--- config.mk ---
export PLATFORM = sky130hd
export DESIGN_NAME = mem_stage_flat
export DESIGN_NICKNAME = d
export VERILOG_FILES = /design/src/rtl/mem_stage_if.sv /design/src/rtl/mem_stage.sv /design/src/flat_wrapper.sv
export SDC_FILE = /design/constraint.sdc
export NUM_CORES = 2
export LEC_CHECK = 0
export CAP_MARGIN = 15
export CORE_ASPECT_RATIO = 1.1
export CORE_MARGIN = 5
export CORE_UTILIZATION = 50
export CTS_CLUSTER_SIZE = 16
export DETAILED_ROUTE_END_ITERATION = 10
export GPL_ROUTABILITY_DRIVEN = 0
export PLACE_DENSITY = 0.72
export SYNTH_ARGS = -nofsm -noshare
export SYNTH_HDL_FRONTEND = slang
export SYNTH_SLANG_ARGS = --single-unit
--- constraint.sdc ---
create_clock -name clk -period 2.6 [get_ports clk]
set_clock_uncertainty 0.1 [all_clocks]
set_input_delay 0.39 -clock clk [delete_from_list [all_inputs] [get_ports clk]]
set_output_delay 0.39 -clock clk [all_outputs]
set_load 0.01 [all_outputs]
--- src/rtl/mem_stage_if.sv ---
// mem_stage_if: EX/MEM inputs, hazard controls and MEM/WB outputs of the memory stage.
interface mem_stage_if #(
    parameter int DATA_W = 16
);
    logic [DATA_W-1:0]   alu_result;
    logic [DATA_W-1:0]   store_data;
    logic                mem_read;
    logic                mem_write;
    logic                reg_write_en;
    logic [2:0]          dest;
    logic                wb_sel_alu;
    logic                hold;
    logic                flush;
    logic [2*DATA_W+4:0] mem_wb_out;
    logic                mem_busy;
    modport master (
        output alu_result, store_data, mem_read, mem_write, reg_write_en, dest, wb_sel_alu, hold, flush,
        input  mem_wb_out, mem_busy
    );
    modport slave (
        input  alu_result, store_data, mem_read, mem_write, reg_write_en, dest, wb_sel_alu, hold, flush,
        output mem_wb_out, mem_busy
    );
endinterface

--- src/rtl/mem_stage.sv ---
// mem_stage: data-memory access and MEM/WB register of the 16-bit pipeline.
// MEM_STAGE_WAIT_STATE_EN adds an IDLE/WAIT FSM so every memory access takes two cycles.
module mem_stage #(
    parameter int DATA_W = 16,
    parameter int ADDR_W = 8
) (
    input logic        clk,
    input logic        rst,
    mem_stage_if.slave bus
);
    localparam int WB_W = 2 * DATA_W + 5;
    logic [DATA_W-1:0] mem [2**ADDR_W];
    logic [ADDR_W-1:0] addr;
    logic [DATA_W-1:0] ld;
    logic [WB_W-1:0]   wb_q;
    logic [WB_W-1:0]   wb_d;
    logic              we;
    logic              busy;
    assign addr = bus.alu_result[ADDR_W-1:0];
    assign ld   = bus.mem_read ? mem[addr] : '0;
`ifdef MEM_STAGE_WAIT_STATE_EN
    typedef enum logic {IDLE, WAIT} state_t;
    state_t            state;
    state_t            state_n;
    logic [DATA_W-1:0] rdata_q;
    always_ff @(posedge clk or posedge rst) begin
        if (rst) begin
            state   <= IDLE;
            rdata_q <= '0;
        end else begin
            state <= state_n;
            if (busy) rdata_q <= ld;
        end
    end
    // rdata_q is sampled before the store commits, so read+write returns the old word
    always_comb begin
        state_n = state;
        we      = 1'b0;
        busy    = 1'b0;
        wb_d    = wb_q;
        if (bus.flush) begin
            wb_d    = '0;
            state_n = IDLE;
        end else if (!bus.hold) begin
            if (state == WAIT) begin
                wb_d    = {rdata_q, bus.alu_result, bus.reg_write_en, bus.dest, bus.wb_sel_alu};
                we      = bus.mem_write;
                state_n = IDLE;
            end else if (bus.mem_read || bus.mem_write) begin
                wb_d    = '0;
                busy    = !rst;
                state_n = WAIT;
            end else begin
                wb_d = {ld, bus.alu_result, bus.reg_write_en, bus.dest, bus.wb_sel_alu};
            end
        end
    end
`else
    assign wb_d = bus.flush ? '0 : bus.hold ? wb_q : {ld, bus.alu_result, bus.reg_write_en, bus.dest, bus.wb_sel_alu};
    assign we   = bus.mem_write && !bus.flush && !bus.hold;
    assign busy = 1'b0;
`endif
    always_ff @(posedge clk or posedge rst) begin
        if (rst) wb_q <= '0;
        else wb_q <= wb_d;
    end
    always_ff @(posedge clk) begin
        if (we && !rst) mem[addr] <= bus.store_data;
    end
    assign bus.mem_wb_out = wb_q;
    assign bus.mem_busy   = busy;
endmodule

--- src/flat_wrapper.sv ---
// flat-port wrapper written by rule: the top's interface ports become plain ports
module mem_stage_flat 
#(
    parameter int DATA_W = 16,
    parameter int ADDR_W = 8
)
  (clk, rst, bus_alu_result, bus_store_data, bus_mem_read, bus_mem_write, bus_reg_write_en, bus_dest, bus_wb_sel_alu, bus_hold, bus_flush, bus_mem_wb_out, bus_mem_busy);
  mem_stage_if #(.DATA_W(DATA_W)) bus_i ();
  input logic clk;
  input logic rst;
  input wire logic [$bits(bus_i.alu_result)-1:0] bus_alu_result;
  input wire logic [$bits(bus_i.store_data)-1:0] bus_store_data;
  input wire logic [$bits(bus_i.mem_read)-1:0] bus_mem_read;
  input wire logic [$bits(bus_i.mem_write)-1:0] bus_mem_write;
  input wire logic [$bits(bus_i.reg_write_en)-1:0] bus_reg_write_en;
  input wire logic [$bits(bus_i.dest)-1:0] bus_dest;
  input wire logic [$bits(bus_i.wb_sel_alu)-1:0] bus_wb_sel_alu;
  input wire logic [$bits(bus_i.hold)-1:0] bus_hold;
  input wire logic [$bits(bus_i.flush)-1:0] bus_flush;
  output wire logic [$bits(bus_i.mem_wb_out)-1:0] bus_mem_wb_out;
  output wire logic [$bits(bus_i.mem_busy)-1:0] bus_mem_busy;
  assign bus_i.alu_result = bus_alu_result;
  assign bus_i.store_data = bus_store_data;
  assign bus_i.mem_read = bus_mem_read;
  assign bus_i.mem_write = bus_mem_write;
  assign bus_i.reg_write_en = bus_reg_write_en;
  assign bus_i.dest = bus_dest;
  assign bus_i.wb_sel_alu = bus_wb_sel_alu;
  assign bus_i.hold = bus_hold;
  assign bus_i.flush = bus_flush;
  assign bus_mem_wb_out = bus_i.mem_wb_out;
  assign bus_mem_busy = bus_i.mem_busy;
  mem_stage #(.DATA_W(DATA_W), .ADDR_W(ADDR_W)) u_core (.clk(clk), .rst(rst), .bus(bus_i));
endmodule
==> results.toml <==
[run_status]
status = "complete, but fails checks"
violations = "setup timing"

[drt]
dr.pass1.iters = 8
drc_errors = 0
routed_wirelength_um = 435000
num_vias = 84882
drt_iter0_drc = 12306
drt-wirelength-per-cell_um = 32.6
vias_per_cell = 6.36
ant_nets = 0

[critical_path]
endpoint_kind = "flip-flop"
r2r_start = "u_core.mem[218][4]"
critical_path.top_delay_family = "multiplexers"
critical-path-max-stage-delay_ps = 620
crit_type = "reg -> reg"
reg2reg_setup_slack_ps = -130
r2r_cells = 7
cp.required_ps = 3350
critPathMaxFanout = 1
cp_cell_sequence = "mux4_2, mux4_2, a21oi_2, buf_4, nor4b_4, buf_4, o221ai_2"
worstPathArrival_ps = 3470
start_kind = "flip-flop"
path_buf_inv = 2
regToRegEndpoint = "u_core.bus.mem_wb_out[25]"
slowest_stage = "mux4_2"

[placed_design]
dp_cells = 12558
hpwl_um = 274000
io_buffers = 79

[worst_hold_path]
min_from = "bus_hold"
min_path_cells = 4
hp-class = "in -> reg"
hold_end = "u_core.bus.mem_wb_out[7]"

[global_route]
grt_max_degree = 88
grt_antenna_before_repair = 16
grt_pass1_wl_um = 623000
grt_pass1_vias = 85514
gr-total-overflow = 0
grt_util_all_layers_pct = 26.1

[synthesis]
synth.top_cells.by_count = "edfxtp_1, mux4_2, mux2i_1"
synth-edff-count = 4096
netlist_area_um2 = 159000
post-synth-top-area-cell = "edfxtp_1"
synth_top_flop_cell = "edfxtp_1"
syn_nets = 7646
ys_seq_elements = 4133
synth_cell_types = 56
synthArstFlopShare_pct = 0.895
synth.area.top_cells = "edfxtp_1, mux4_2, mux2i_1, nor2_1, a22oi_1"
syn_inst = 7603
ys_seq_area_share_pct = 78.0
yosysMostFrequentCell = "edfxtp_1"
yosys_warnings = 0
synth_top_area_share_pct = 77.5
syn-mean-instance-area_um2 = 20.9

[cells_and_area]
drive_above_1_share_pct = 31.2
nets = 8892
final_util_pct = 60.7
stdcell_count = 13345
syn_to_final_growth_pct = 21.0

[timing]
setup_viol = 3
setup_ws_ps = -129
rsz0062_at_grt = "yes"
fin_tns_setup_ps = -133
fmax_mhz = 366
tightestPinTransition_ps = 1080
min_period_ps = 2730
drv_slew = 0
min_period_over_period_pct = 105
slew_headroom_pct = 27.5
hold_violations = 0

[clocking]
cts.sink_count = 4133
h-tree-depth = 5
cts_tree = "built"
root_buffer = "clkbuf_16"
clockBufferDepth = 4
cts_made_buffers = 405
insertion_delay_ps = 990
clk_pin_slew_ps = 60

[pwr]
switching_share_pct = 21.6
leakagePower_nw = 63.2
ir_drop_mv = 0.581
power_mw = 139
power.switching_mw = 30.0
power_frac_clock_pct = 41.6
pwr-share-comb_pct = 5.6
powerDensity_nw_per_um2 = 722
p_seq_share_pct = 52.8
p_int_mw = 109

[floorplanning]
start_util_pct = 50.1
die_width_um = 547
io_pins = 81
num_rows = 217
coreArea_um2 = 317000
dieHeight_um = 601
dieArea_um2 = 329000

[job]
cap_viol_max_count = 0
-- tightest hold or removal path, stage by stage --
cell and delay, ps:
buf_2 210, buf_4 260, mux2i_1 170, nor2_1 50
-- metal layers --
| metal | vias up | global-route usage, % | routed length [µm] | part of all wire (%) |
|---|---|---|---|---|
| met5 | - | 0 | 32 | 0.0074 |
| met4 | 4 | 12.3 | 24700 | 5.7 |
| met3 | 1008 | 5.47 | 44300 | 10 |
| met2 | 5319 | 41.7 | 210000 | 48 |
| met1 | 44257 | 34.7 | 156000 | 36 |
| li1 | 34294 | - | - | - |
-- area by class of cell --
type	instances	area [µm²]
Multi-Input combinational cell	2989	34100
Timing Repair Buffer	1303	15700
Tap cell	4161	5210
Sequential cell	4133	124000
Fill cell	21026	125000
Clock buffer	474	10400
Inverter	17	70.1
Antenna cell	9	22.5
Clock inverter	259	2720
-- power by group through the flow --
stage	clock (mW)	sequential, mW	combinational [mW]
after floorplan	0	74.7	3.21
after global placement	0	74.7	7.32
after detailed placement	0	74.7	7.47
after CTS	58.3	73.3	7.65
after global routing	61.5	73.3	8.06
final	57.8	73.3	7.78
-- registers in the layout, indices dropped and copies added (netlist names) --
signal and count:
u_core.bus.mem_wb_out 37, u_core.mem 4096
-- cells in the final DEF (no fill, tap or decap), types with 14 or more instances in the layout --
cell	synthesis	routed
a21boi_0	16	16
a21o_1	17	17
a21oi_1	125	114
a221oi_1	61	61
a22o_1	34	34
a22oi_1	163	162
a31oi_1	17	17
a32oi_1	17	16
a41oi_1	30	24
and3_1	37	36
buf_12	0	442
buf_4	55	740
buf_8	0	18
bufinv_16	0	37
clkbuf_1	228	68
clkbuf_16	0	407
clkdlybuf4s50_1	0	48
clkinv_1	0	94
clkinv_16	0	17
clkinv_2	0	76
clkinvlp_4	0	19
dfrtp_1	37	23
dfrtp_2	0	14
dlygate4sd3_1	0	42
edfxtp_1	4096	4096
inv_1	16	15
mux2i_1	605	603
mux4_2	773	773
nand2_1	151	135
nand2_2	0	14
nand3_1	125	119
nand4_1	34	34
nor2_1	392	186
nor2_2	0	124
nor2_4	0	82
nor3_1	30	28
o211ai_1	49	49
o21ai_0	79	79
o221ai_1	31	26
o22ai_1	107	105
-- logic make-up after synthesis --
group,synth area share (%)
DFF,78.0
other,0.00236
AOI/OAI and AO/OA,3.37
muxes,14.8
buffers and inverters,1.42
and+or+nand+nor,2.39
-- per-stage QoR --
stage               instance area [µm²]  hold slack, ps  setup WS [ps]
finish                           192000            75.5           -129
global route                     192000            31.5           -157
CTS                              192000            15.1           -104
detailed placement               178000             415          -1160
global placement                 178000             404          -1110
floorplan                        160000             252           -551
-- repair_timing --
action / CTS / global route
endpoints found under the setup margin: 31 / 233
hold buffers: 42 / 0
pin swaps: 5 / 18
endpoints found under the hold margin: 1387 / 0
buffers inserted: 6 / 0
gates cloned: 0 / 1
resized for setup: 51 / 45
-- worst max path at each step --
stage	start	end	slack [ps]	depth (start not counted)
after floorplan	bus_alu_result[0]	u_core.mem[251][0]	-550	9
after global placement	bus_alu_result[0]	u_core.bus.mem_wb_out[34]	-1110	9
after detailed placement	bus_alu_result[0]	u_core.bus.mem_wb_out[29]	-1160	12
after CTS	u_core.mem[218][4]	u_core.bus.mem_wb_out[25]	-100	7
after global routing	u_core.mem[218][4]	u_core.bus.mem_wb_out[25]	-160	7
final	u_core.mem[218][4]	u_core.bus.mem_wb_out[25]	-130	7
Note: power is estimated with default switching activity, not from simulation.
